File: src/rtl/imem_pkg.sv
// Shared definitions for the instruction-memory loader.
//   - ld_state_e : loader FSM states (checksum states are only entered when
//                  IMEM_LOADER_CKSUM_EN is defined)
//   - IMEM_DEPTH / IMEM_AW : default instruction memory geometry
//   - ERR_* : 2-bit error codes reported on ERR_CODE
package imem_pkg;

  localparam int unsigned IMEM_DEPTH = 512;
  localparam int unsigned IMEM_AW    = 9;

  localparam logic [1:0] ERR_NONE    = 2'd0;
  localparam logic [1:0] ERR_LEN     = 2'd1;
  localparam logic [1:0] ERR_TIMEOUT = 2'd2;
  localparam logic [1:0] ERR_CKSUM   = 2'd3;

  typedef enum logic [2:0] {
    StIdle,
    StHdrLo,
    StHdrHi,
    StDatLo,
    StDatHi,
    StCkLo,
    StCkHi,
    StError
  } ld_state_e;

  // States in which the loader is consuming bytes from the source.
  function automatic logic is_rx_state(ld_state_e s);
    return (s == StHdrLo) || (s == StHdrHi) || (s == StDatLo) ||
           (s == StDatHi) || (s == StCkLo)  || (s == StCkHi);
  endfunction

endpackage

File: src/rtl/ld_watchdog.sv
// Idle-cycle watchdog for the loader.
// Counts cycles while 'enable' is high; 'clear' restarts the count.
// 'expired' is high in the cycle whose increment would bring the count to
// TIMEOUT, so the owner reacts on exactly the TIMEOUT-th idle edge.
// TIMEOUT = 0 disables the watchdog entirely (expired tied low).
// Ports:
//   clk     in  clock, rising edge
//   reset   in  synchronous active-high reset
//   clear   in  restart the idle count
//   enable  in  count this cycle
//   expired out TIMEOUT idle cycles reached on this edge
module ld_watchdog #(
  parameter int unsigned TIMEOUT = 1000000
) (
  input  logic clk,
  input  logic reset,
  input  logic clear,
  input  logic enable,
  output logic expired
);

  // Count only needs to hold 0 .. TIMEOUT-1.
  localparam int unsigned CW = (TIMEOUT > 1) ? $clog2(TIMEOUT) : 1;

  if (TIMEOUT == 0) begin : g_off
    logic unused_inputs;
    assign unused_inputs = ^{clk, reset, clear, enable};
    assign expired = 1'b0;
  end else begin : g_on
    localparam logic [CW-1:0] LAST = CW'(TIMEOUT - 1);
    logic [CW-1:0] cnt_q;

    always_ff @(posedge clk) begin
      if (reset || clear) begin
        cnt_q <= '0;
      end else if (enable) begin
        cnt_q <= cnt_q + 1'b1;
      end
    end

    assign expired = enable && !clear && (cnt_q == LAST);
  end

endmodule

File: src/rtl/imem_loader.sv
// Boot-time program loader for the 512 x 16-bit instruction memory.
// Frame format on the byte stream: 16-bit word count N (low byte first),
// then N little-endian 16-bit words, then (only with IMEM_LOADER_CKSUM_EN
// defined) a 16-bit little-endian trailer equal to the mod-2^16 sum of the
// words. Words are written to addresses 0 .. N-1 while the CPU is held.
// Build option: IMEM_LOADER_CKSUM_EN enables the checksum trailer.
// Ports:
//   CLK        in  clock, rising edge
//   RESET      in  synchronous active-high reset
//   START      in  begin a load (honoured in IDLE or ERROR only)
//   RX_VALID   in  byte available
//   RX_DATA    in  byte payload
//   RX_READY   out byte accepted this cycle when RX_VALID is high
//   MEM_WE     out registered one-cycle write strobe
//   MEM_WADDR  out write word address
//   MEM_WDATA  out write word data
//   CPU_HOLD   out keep the CPU in reset
//   DONE       out one-cycle pulse on successful completion
//   ERR        out high while in ERROR
//   ERR_CODE   out 0 none, 1 bad length, 2 timeout, 3 checksum
module imem_loader
  import imem_pkg::*;
#(
  parameter int unsigned DEPTH   = IMEM_DEPTH,
  parameter int unsigned AW      = IMEM_AW,
  parameter int unsigned TIMEOUT = 1000000
) (
  input  logic          CLK,
  input  logic          RESET,
  input  logic          START,
  input  logic          RX_VALID,
  input  logic [7:0]    RX_DATA,
  output logic          RX_READY,
  output logic          MEM_WE,
  output logic [AW-1:0] MEM_WADDR,
  output logic [15:0]   MEM_WDATA,
  output logic          CPU_HOLD,
  output logic          DONE,
  output logic          ERR,
  output logic [1:0]    ERR_CODE
);

  ld_state_e   state_q;
  logic [7:0]  lo_q;    // low byte of header, data word or trailer
  logic [AW:0] len_q;   // N, 1 .. DEPTH
  logic [AW:0] k_q;     // words written so far
`ifdef IMEM_LOADER_CKSUM_EN
  logic [15:0] cksum_q;
`endif

  logic        accept;
  logic        start_take;
  logic [15:0] word;
  logic        bad_len;
  logic [AW:0] k_next;
  logic        last_word;
  logic        wd_expired;

  always_comb begin
    RX_READY   = is_rx_state(state_q);
    ERR        = (state_q == StError);
    accept     = RX_VALID && RX_READY;
    start_take = START && ((state_q == StIdle) || (state_q == StError));
    word       = {RX_DATA, lo_q};
    bad_len    = (word == 16'd0) || (32'(word) > DEPTH);
    k_next     = k_q + 1'b1;
    last_word  = (k_next == len_q);
  end

  ld_watchdog #(
    .TIMEOUT (TIMEOUT)
  ) u_watchdog (
    .clk     (CLK),
    .reset   (RESET),
    .clear   (accept || start_take),
    .enable  (RX_READY && !accept),
    .expired (wd_expired)
  );

  always_ff @(posedge CLK) begin
    if (RESET) begin
      state_q   <= StIdle;
      lo_q      <= '0;
      len_q     <= '0;
      k_q       <= '0;
`ifdef IMEM_LOADER_CKSUM_EN
      cksum_q   <= '0;
`endif
      MEM_WE    <= 1'b0;
      MEM_WADDR <= '0;
      MEM_WDATA <= '0;
      CPU_HOLD  <= 1'b0;
      DONE      <= 1'b0;
      ERR_CODE  <= ERR_NONE;
    end else begin
      MEM_WE <= 1'b0;
      DONE   <= 1'b0;
      if (start_take) begin
        state_q  <= StHdrLo;
        k_q      <= '0;
`ifdef IMEM_LOADER_CKSUM_EN
        cksum_q  <= '0;
`endif
        ERR_CODE <= ERR_NONE;
        CPU_HOLD <= 1'b1;
      end else if (wd_expired) begin
        // Expiry only happens in receiving states; CPU_HOLD stays high.
        state_q  <= StError;
        ERR_CODE <= ERR_TIMEOUT;
      end else if (accept) begin
        unique case (state_q)
          StHdrLo: begin
            lo_q    <= RX_DATA;
            state_q <= StHdrHi;
          end
          StHdrHi: begin
            if (bad_len) begin
              state_q  <= StError;
              ERR_CODE <= ERR_LEN;
            end else begin
              len_q   <= word[AW:0];
              state_q <= StDatLo;
            end
          end
          StDatLo: begin
            lo_q    <= RX_DATA;
            state_q <= StDatHi;
          end
          StDatHi: begin
            MEM_WE    <= 1'b1;
            MEM_WADDR <= k_q[AW-1:0];
            MEM_WDATA <= word;
            k_q       <= k_next;
`ifdef IMEM_LOADER_CKSUM_EN
            cksum_q   <= cksum_q + word;
            state_q   <= last_word ? StCkLo : StDatLo;
`else
            if (last_word) begin
              state_q  <= StIdle;
              DONE     <= 1'b1;
              CPU_HOLD <= 1'b0;
            end else begin
              state_q <= StDatLo;
            end
`endif
          end
`ifdef IMEM_LOADER_CKSUM_EN
          StCkLo: begin
            lo_q    <= RX_DATA;
            state_q <= StCkHi;
          end
          StCkHi: begin
            if (word == cksum_q) begin
              state_q  <= StIdle;
              DONE     <= 1'b1;
              CPU_HOLD <= 1'b0;
            end else begin
              state_q  <= StError;
              ERR_CODE <= ERR_CKSUM;
            end
          end
`endif
          default: ;
        endcase
      end
    end
  end

endmodule

File: config.mk
export PLATFORM = sky130hd
export DESIGN_NAME = imem_loader
export DESIGN_NICKNAME = d
export VERILOG_FILES = /design/src/rtl/imem_pkg.sv /design/src/rtl/ld_watchdog.sv /design/src/rtl/imem_loader.sv
export SDC_FILE = /design/constraint.sdc
export NUM_CORES = 1
export LEC_CHECK = 0
export CAP_MARGIN = 10
export CORE_AREA = 2 2 87 89
export CTS_BUF_LIST = sky130_fd_sc_hd__clkbuf_2
export DETAILED_ROUTE_END_ITERATION = 16
export DIE_AREA = 0 0 89 91
export GPL_TIMING_DRIVEN = 1
export HOLD_SLACK_MARGIN = 0.02
export PLACE_DENSITY_LB_ADDON = 0.25
export SYNTH_ARGS = -nofsm -noshare
export SYNTH_HDL_FRONTEND = slang
export SYNTH_SLANG_ARGS = --single-unit
File: constraint.sdc
create_clock -name CLK -period 2 [get_ports CLK]
set_clock_uncertainty 0.2 [all_clocks]
set_input_delay 0.4 -clock CLK [delete_from_list [all_inputs] [get_ports CLK]]
set_output_delay 0.4 -clock CLK [all_outputs]
set_load 0.02 [all_outputs]
# == Word-level counts from Yosys, hierarchy flattened ==
# Cells that the tools add are included.
# word_totals
register_bits,81
inputBits,12
# op_classes
n_addsub,2
n_lt_le_gt_ge,1
n_eq_ne,10
muxes,17
n_bitwise,5
n_reduce_logical,41
# ops
cell,n
20-bit by 1-bit adder with 20-bit output (second input constant),1
20-bit equality test (second input constant),1
16-bit by 10-bit > comparator with 1-bit output (second input constant),1
16-bit logical NOT,1
3-bit equality test (second input constant),4
3-bit case mux with 4 select lines,1
4-bit AND reduction,3
2-bit nonzero test,6
10-bit by 1-bit adder with 10-bit output (second input constant),1
10-bit equality test,1
2-bit 2-to-1 mux,5
1-bit logical OR,9
3-bit 2-to-1 mux,3
3-bit AND reduction,3
1-bit 2-to-1 mux,8
3-bit by 2-bit equality test with 1-bit output (second input constant),2
6-bit nonzero test,1
1-bit logical AND,5
1-bit NOT,5
5-bit AND reduction,1
5-bit nonzero test,1
5-bit OR reduction,1
2-bit AND reduction,2
2-bit OR reduction,2
other kinds (7),8

# == Depth between registers and ports, before layout ==
# Gate-level depths: netlist of the first run.
# logic_depth
depth_word,13
depth_mapped,8

# == Modules after synthesis ==
# From an unflattened synthesis of the first run, not the netlist that was laid out.
# unflattened
cells_unflattened,438
hier_area_um2,3639.7
# modules_own_cells
mod,instances,cells_per_inst,area_each_um2,seq_area_each_um2
imem_loader,1,327,2695.1,1221.2
ld_watchdog,1,111,944.7,400.4

# == Worst setup path before layout of the first run ==
# No wires, ideal clock.
# synth_timing
path_kind,register -> register
startpoint,register k_q[0]
endpoint,register CPU_HOLD
setup_time_ns,0.115
arrival_ns,1.709
t_required_ns,1.685
path_slack_ns,-0.024
stages_incl_launch_ff,8
n_path_buf,0
period_less_slack_ns,2.024
cell_sequence,dfxtp_1 > ha_1 > and2_1 > o21ai_0 > a31oi_1 > nor4_1 > nand4_1 > o21a_1
# synth_between
elab_chain_cells,4
# synth_rtl
item,line_no,rtl
start: declaration,imem_loader.sv:46,logic [AW:0] k_q;
start signal: assignment,imem_loader.sv:133,k_q <= k_next;
10-bit by 1-bit adder with 10-bit output,imem_loader.sv:66,k_next = k_q + 1'b1;
10-bit equality test,imem_loader.sv:67,last_word = (k_next == len_q);
2-bit nonzero test (no line),-,
4-bit AND reduction (no line),-,
end signal: assignment,imem_loader.sv:92,CPU_HOLD <= 1'b0;
end signal: assignment,imem_loader.sv:105,CPU_HOLD <= 1'b1;
end signal: assignment,imem_loader.sv:141,CPU_HOLD <= 1'b0;
end: declaration,imem_loader.sv:37,"output logic CPU_HOLD,"
# No other way between the ends.
# A chain may end at the register's enable or synchronous reset.

# == Worst setup path after layout of the first run ==
# layout_timing
startpoint,register state_q[0]
endpoint,output RX_READY
# layout_between
elab_chain_cells,6
word_cells_on_any_way,11
# layout_rtl
item,line_no,rtl
start: declaration,imem_loader.sv:43,ld_state_e state_q;
start signal: assignment,imem_loader.sv:82,state_q <= StIdle;
start signal: assignment,imem_loader.sv:99,state_q <= StHdrLo;
start signal: assignment,imem_loader.sv:108,state_q <= StError;
3-bit by 1-bit equality test with 1-bit output / 3-bit by 2-bit equality test with 1-bit output (equally long branches),imem_pkg.sv:29,return (s == StHdrLo) || (s == StHdrHi) || (s == StDatLo) ||
1-bit logical OR (3 in series),imem_pkg.sv:29,
1-bit logical OR,imem_pkg.sv:30,(s == StDatHi) || (s == StCkLo) || (s == StCkHi);
1-bit logical OR (*),imem_pkg.sv:30,
end: declaration,imem_loader.sv:33,"output logic RX_READY,"
# Mark *: on every way between the ends. The rest lies on a longest branch, timed or not.

==> impl_metrics.tcl, run 1 <==
set metrics [dict create \
    fmax_ghz 0.474 \
    power.switching_w 0.000816 \
    antenna_found_initial 0 \
    stdcell_count 624 \
    grt_pass1_wl_um 13800 \
    htree_levels 3 \
    syn-num-nets 441 \
    io_pins 44 \
    finalSetupTns_ns -0.108 \
    drt_iter0_markers 86 \
    path_clk_slew_ns 0.22 \
    startpoint_type "register" \
    cts_sinks 81 \
    route.detailed.drc 0 \
    cts_tree "done" \
    arrival_ns 1.51 \
    post-dp-hpwl_um 5890 \
    pwr_density_cell_nw_per_um2 614 \
    clockBufferDepth 2 \
    fin_ws_ns -0.108 \
    finalSetupViolations 1 \
    clk_latency_ns 0.55 \
    core_sq_um 7140 \
    drt_pre_antenna_iters 4 \
    synth_edf_count 0 \
    nets 534 \
    wl_per_cell_um 13.7 \
    drt-vias-per-instance 5.24 \
    syn_inst 427 \
    grt_pass1_vias 3220 \
    grt_max_degree 47 \
    fp.dieArea_sq_um 8100 \
    gp_congestion 0.837 \
    cp.required_ns 1.40 \
    final_common_cell "nand2_1" \
    drive_gt1_share_pct 24.8 \
    initial_core_util_pct 51.0 \
    p_int_w 0.00212 \
    grt_usage_pct 21.1 \
    antenna_cells 0 \
    period_share_pct 105 \
    vdd_ir_drop_max_mv 0.464 \
    clkPwrFrac_pct 29.9 \
    cts_root_buffer "clkbuf_2" \
    max_slew.worst_pin.slew_ns 0.496 \
    routed_wl_um 8520 \
    crit_type "reg -> out" \
    vias 3270 \
    violations "setup timing" \
    crit_path_end_kind "output pin" \
    io_buffers 43 \
    cts-buffers-inserted 9 \
    syn_area_per_cell_sq_um 8.52 \
    ys_ff_latch 81 \
    rows 31 \
    synthToLayoutAreaGrowth_pct 31.4 \
    grt_overflow 0 \
    p_leak_nw 1.96 \
    status "finished, violations left" \
    synth_area_sq_um 3640 \
    dp.cells 602 \
    path_max_fanout 4 \
    maxCapViolations 0 \
    ys_types 54 \
    swShare_pct 27.8 \
    ys_seq_area_share_pct 44.6 \
    power_frac_seq_pct 56.7 \
    maxSlewViolCount 0 \
    synth.yosys.warnings 0 \
    layout_common_cells "68 x nand2_1, 67 x dfxtp_1, 59 x nor2_1, 53 x buf_4, 37 x a21oi_1" \
    nFillCells 613 \
    synthFlopType "dfxtp_1" \
    die_x_um 89 \
    rsz0062_at_grt "yes" \
    pwr-share-comb_pct 13.5 \
    fp.dieH_um 91 \
    finalHoldViolCount 0 \
    hold_class "reg -> reg" \
    drtAntennaViolNets 0 \
    async_flop_share_pct 0 \
    max_slew_margin_pct 66.9 \
    final.min_clock_period_ns 2.11 \
]
-- synthesized netlist by cell type, types with 2 or more instances --
library cell | n | area [sq um]
dfxtp_1 | 81 | 1620
nor2_1 | 62 | 233
buf_1 | 2 | 7.51
o21ai_0 | 10 | 50.1
xor2_1 | 17 | 149
nand3b_1 | 2 | 15.0
xnor2_1 | 17 | 149
buf_4 | 3 | 22.5
nand4_1 | 9 | 56.3
mux2i_1 | 19 | 190
buf_2 | 4 | 20.0
nor3_4 | 2 | 32.5
a21o_1 | 2 | 15.0
a21oi_1 | 38 | 190
nor4_1 | 5 | 31.3
and2_1 | 4 | 25.0
ha_1 | 2 | 25.0
nand2_1 | 69 | 259
and3_2 | 2 | 15.0
or3_1 | 2 | 12.5
nand3_1 | 11 | 55.1
a31oi_1 | 3 | 18.8
nor3_1 | 8 | 40.0
clkbuf_1 | 7 | 26.3
and3_1 | 4 | 25.0
inv_1 | 10 | 37.5
clkbuf_8 | 3 | 41.3
nor4b_1 | 3 | 26.3
-- worst max-delay path, stage by stage (launching register included) --
cell,delay (ns)
dfxtp_4,0.41
and3_4,0.17
or2_4,0.23
inv_2,0.06
buf_6,0.11
-- what timing repair did --
action	CTS	global route
hold buffers	1	0
setup endpoints to repair	40	23
hold endpoints to repair	2	0
pin swaps	7	11
resized for setup	67	33
setup buffers	0	4
cloned	1	0
-- layer usage --
metal	vias up	part of all wire (%)	global-route usage (%)	routed length (um)
li1	1632	-	-	-
met1	1559	45	25.7	3800
met2	70	50	36.0	4290
met3	9	4.0	6.36	344
met4	0	1.0	5.35	85
met5	-	0	0	0
-- through the flow --
stage / hold WS (ns) / util (%) / area, sq um / setup WS, ns / power [W]
2_1_floorplan: 0.254 / - / 3640 / 0.0340 / 0.00189
3_3_place_gp: 0.243 / 62.9 / 4490 / -0.426 / 0.00204
3_5_place_dp: 0.249 / 62.9 / 4490 / -0.577 / 0.00206
4_1_cts: 0.271 / 65.0 / 4640 / -0.120 / 0.00294
5_1_grt: 0.302 / 67.0 / 4780 / -0.187 / 0.00306
6_report: 0.268 / 67.0 / 4780 / -0.108 / 0.00294
-- layout make-up --
cell class | instances | area [sq um] | area share, %
clock buffers | 9 | 45.0 | 0.942
repair buffers | 103 | 883 | 18.5
well taps | 99 | 124 | 2.59
clock inverters | 7 | 70.1 | 1.46
multi-input cells | 315 | 1970 | 41.2
flip-flops and latches | 81 | 1650 | 34.5
inverters | 10 | 37.5 | 0.785
-- power groups by stage --
stage	Clock, W	Sequential [W]	Combinational [W]
5_1_grt	0.000969	0.00167	0.000422
3_5_place_dp	0	0.00170	0.000360
6_report	0.000878	0.00167	0.000396
3_3_place_gp	0	0.00170	0.000349
2_1_floorplan	0	0.00169	0.000196
4_1_cts	0.000899	0.00167	0.000376
-- registers in the layout, summed over array words and instances (netlist names) --
register and count:
u_watchdog.g_on.cnt_q 20, MEM_WDATA 16, k_q 10, len_q 10
MEM_WADDR 9, lo_q 8, state_q 3, ERR_CODE 2
CPU_HOLD 1, DONE 1, MEM_WE 1
-- final timing paths --
check                                   from      endpoint  slack [ns]  cells after the start
worst min-delay path            MEM_WDATA[3]  MEM_WDATA[3]        0.27                      2
worst max register to register        k_q[0]      CPU_HOLD        0.02                      8
worst min register to register  MEM_WDATA[3]  MEM_WDATA[3]        0.27                      2
worst max-delay path              state_q[0]      RX_READY       -0.11                      4
-- kinds of logic after synthesis --
family	count (synthesis)	synth area share, %
buf+inv	31	4.71
xor+xnor	34	8.18
fa+ha+maj	2	0.687
simple gates	195	26.2
mux	19	5.23
flops	81	44.6
compound gates	65	10.5
Power figures use the tool's default switching activity.
==> run 2: changes to the inputs <==
- GPL_ROUTABILITY_DRIVEN: default -> 0
==> results of run 2 <==
The final DEF is identical to that of run 1; final timing and power are the same.
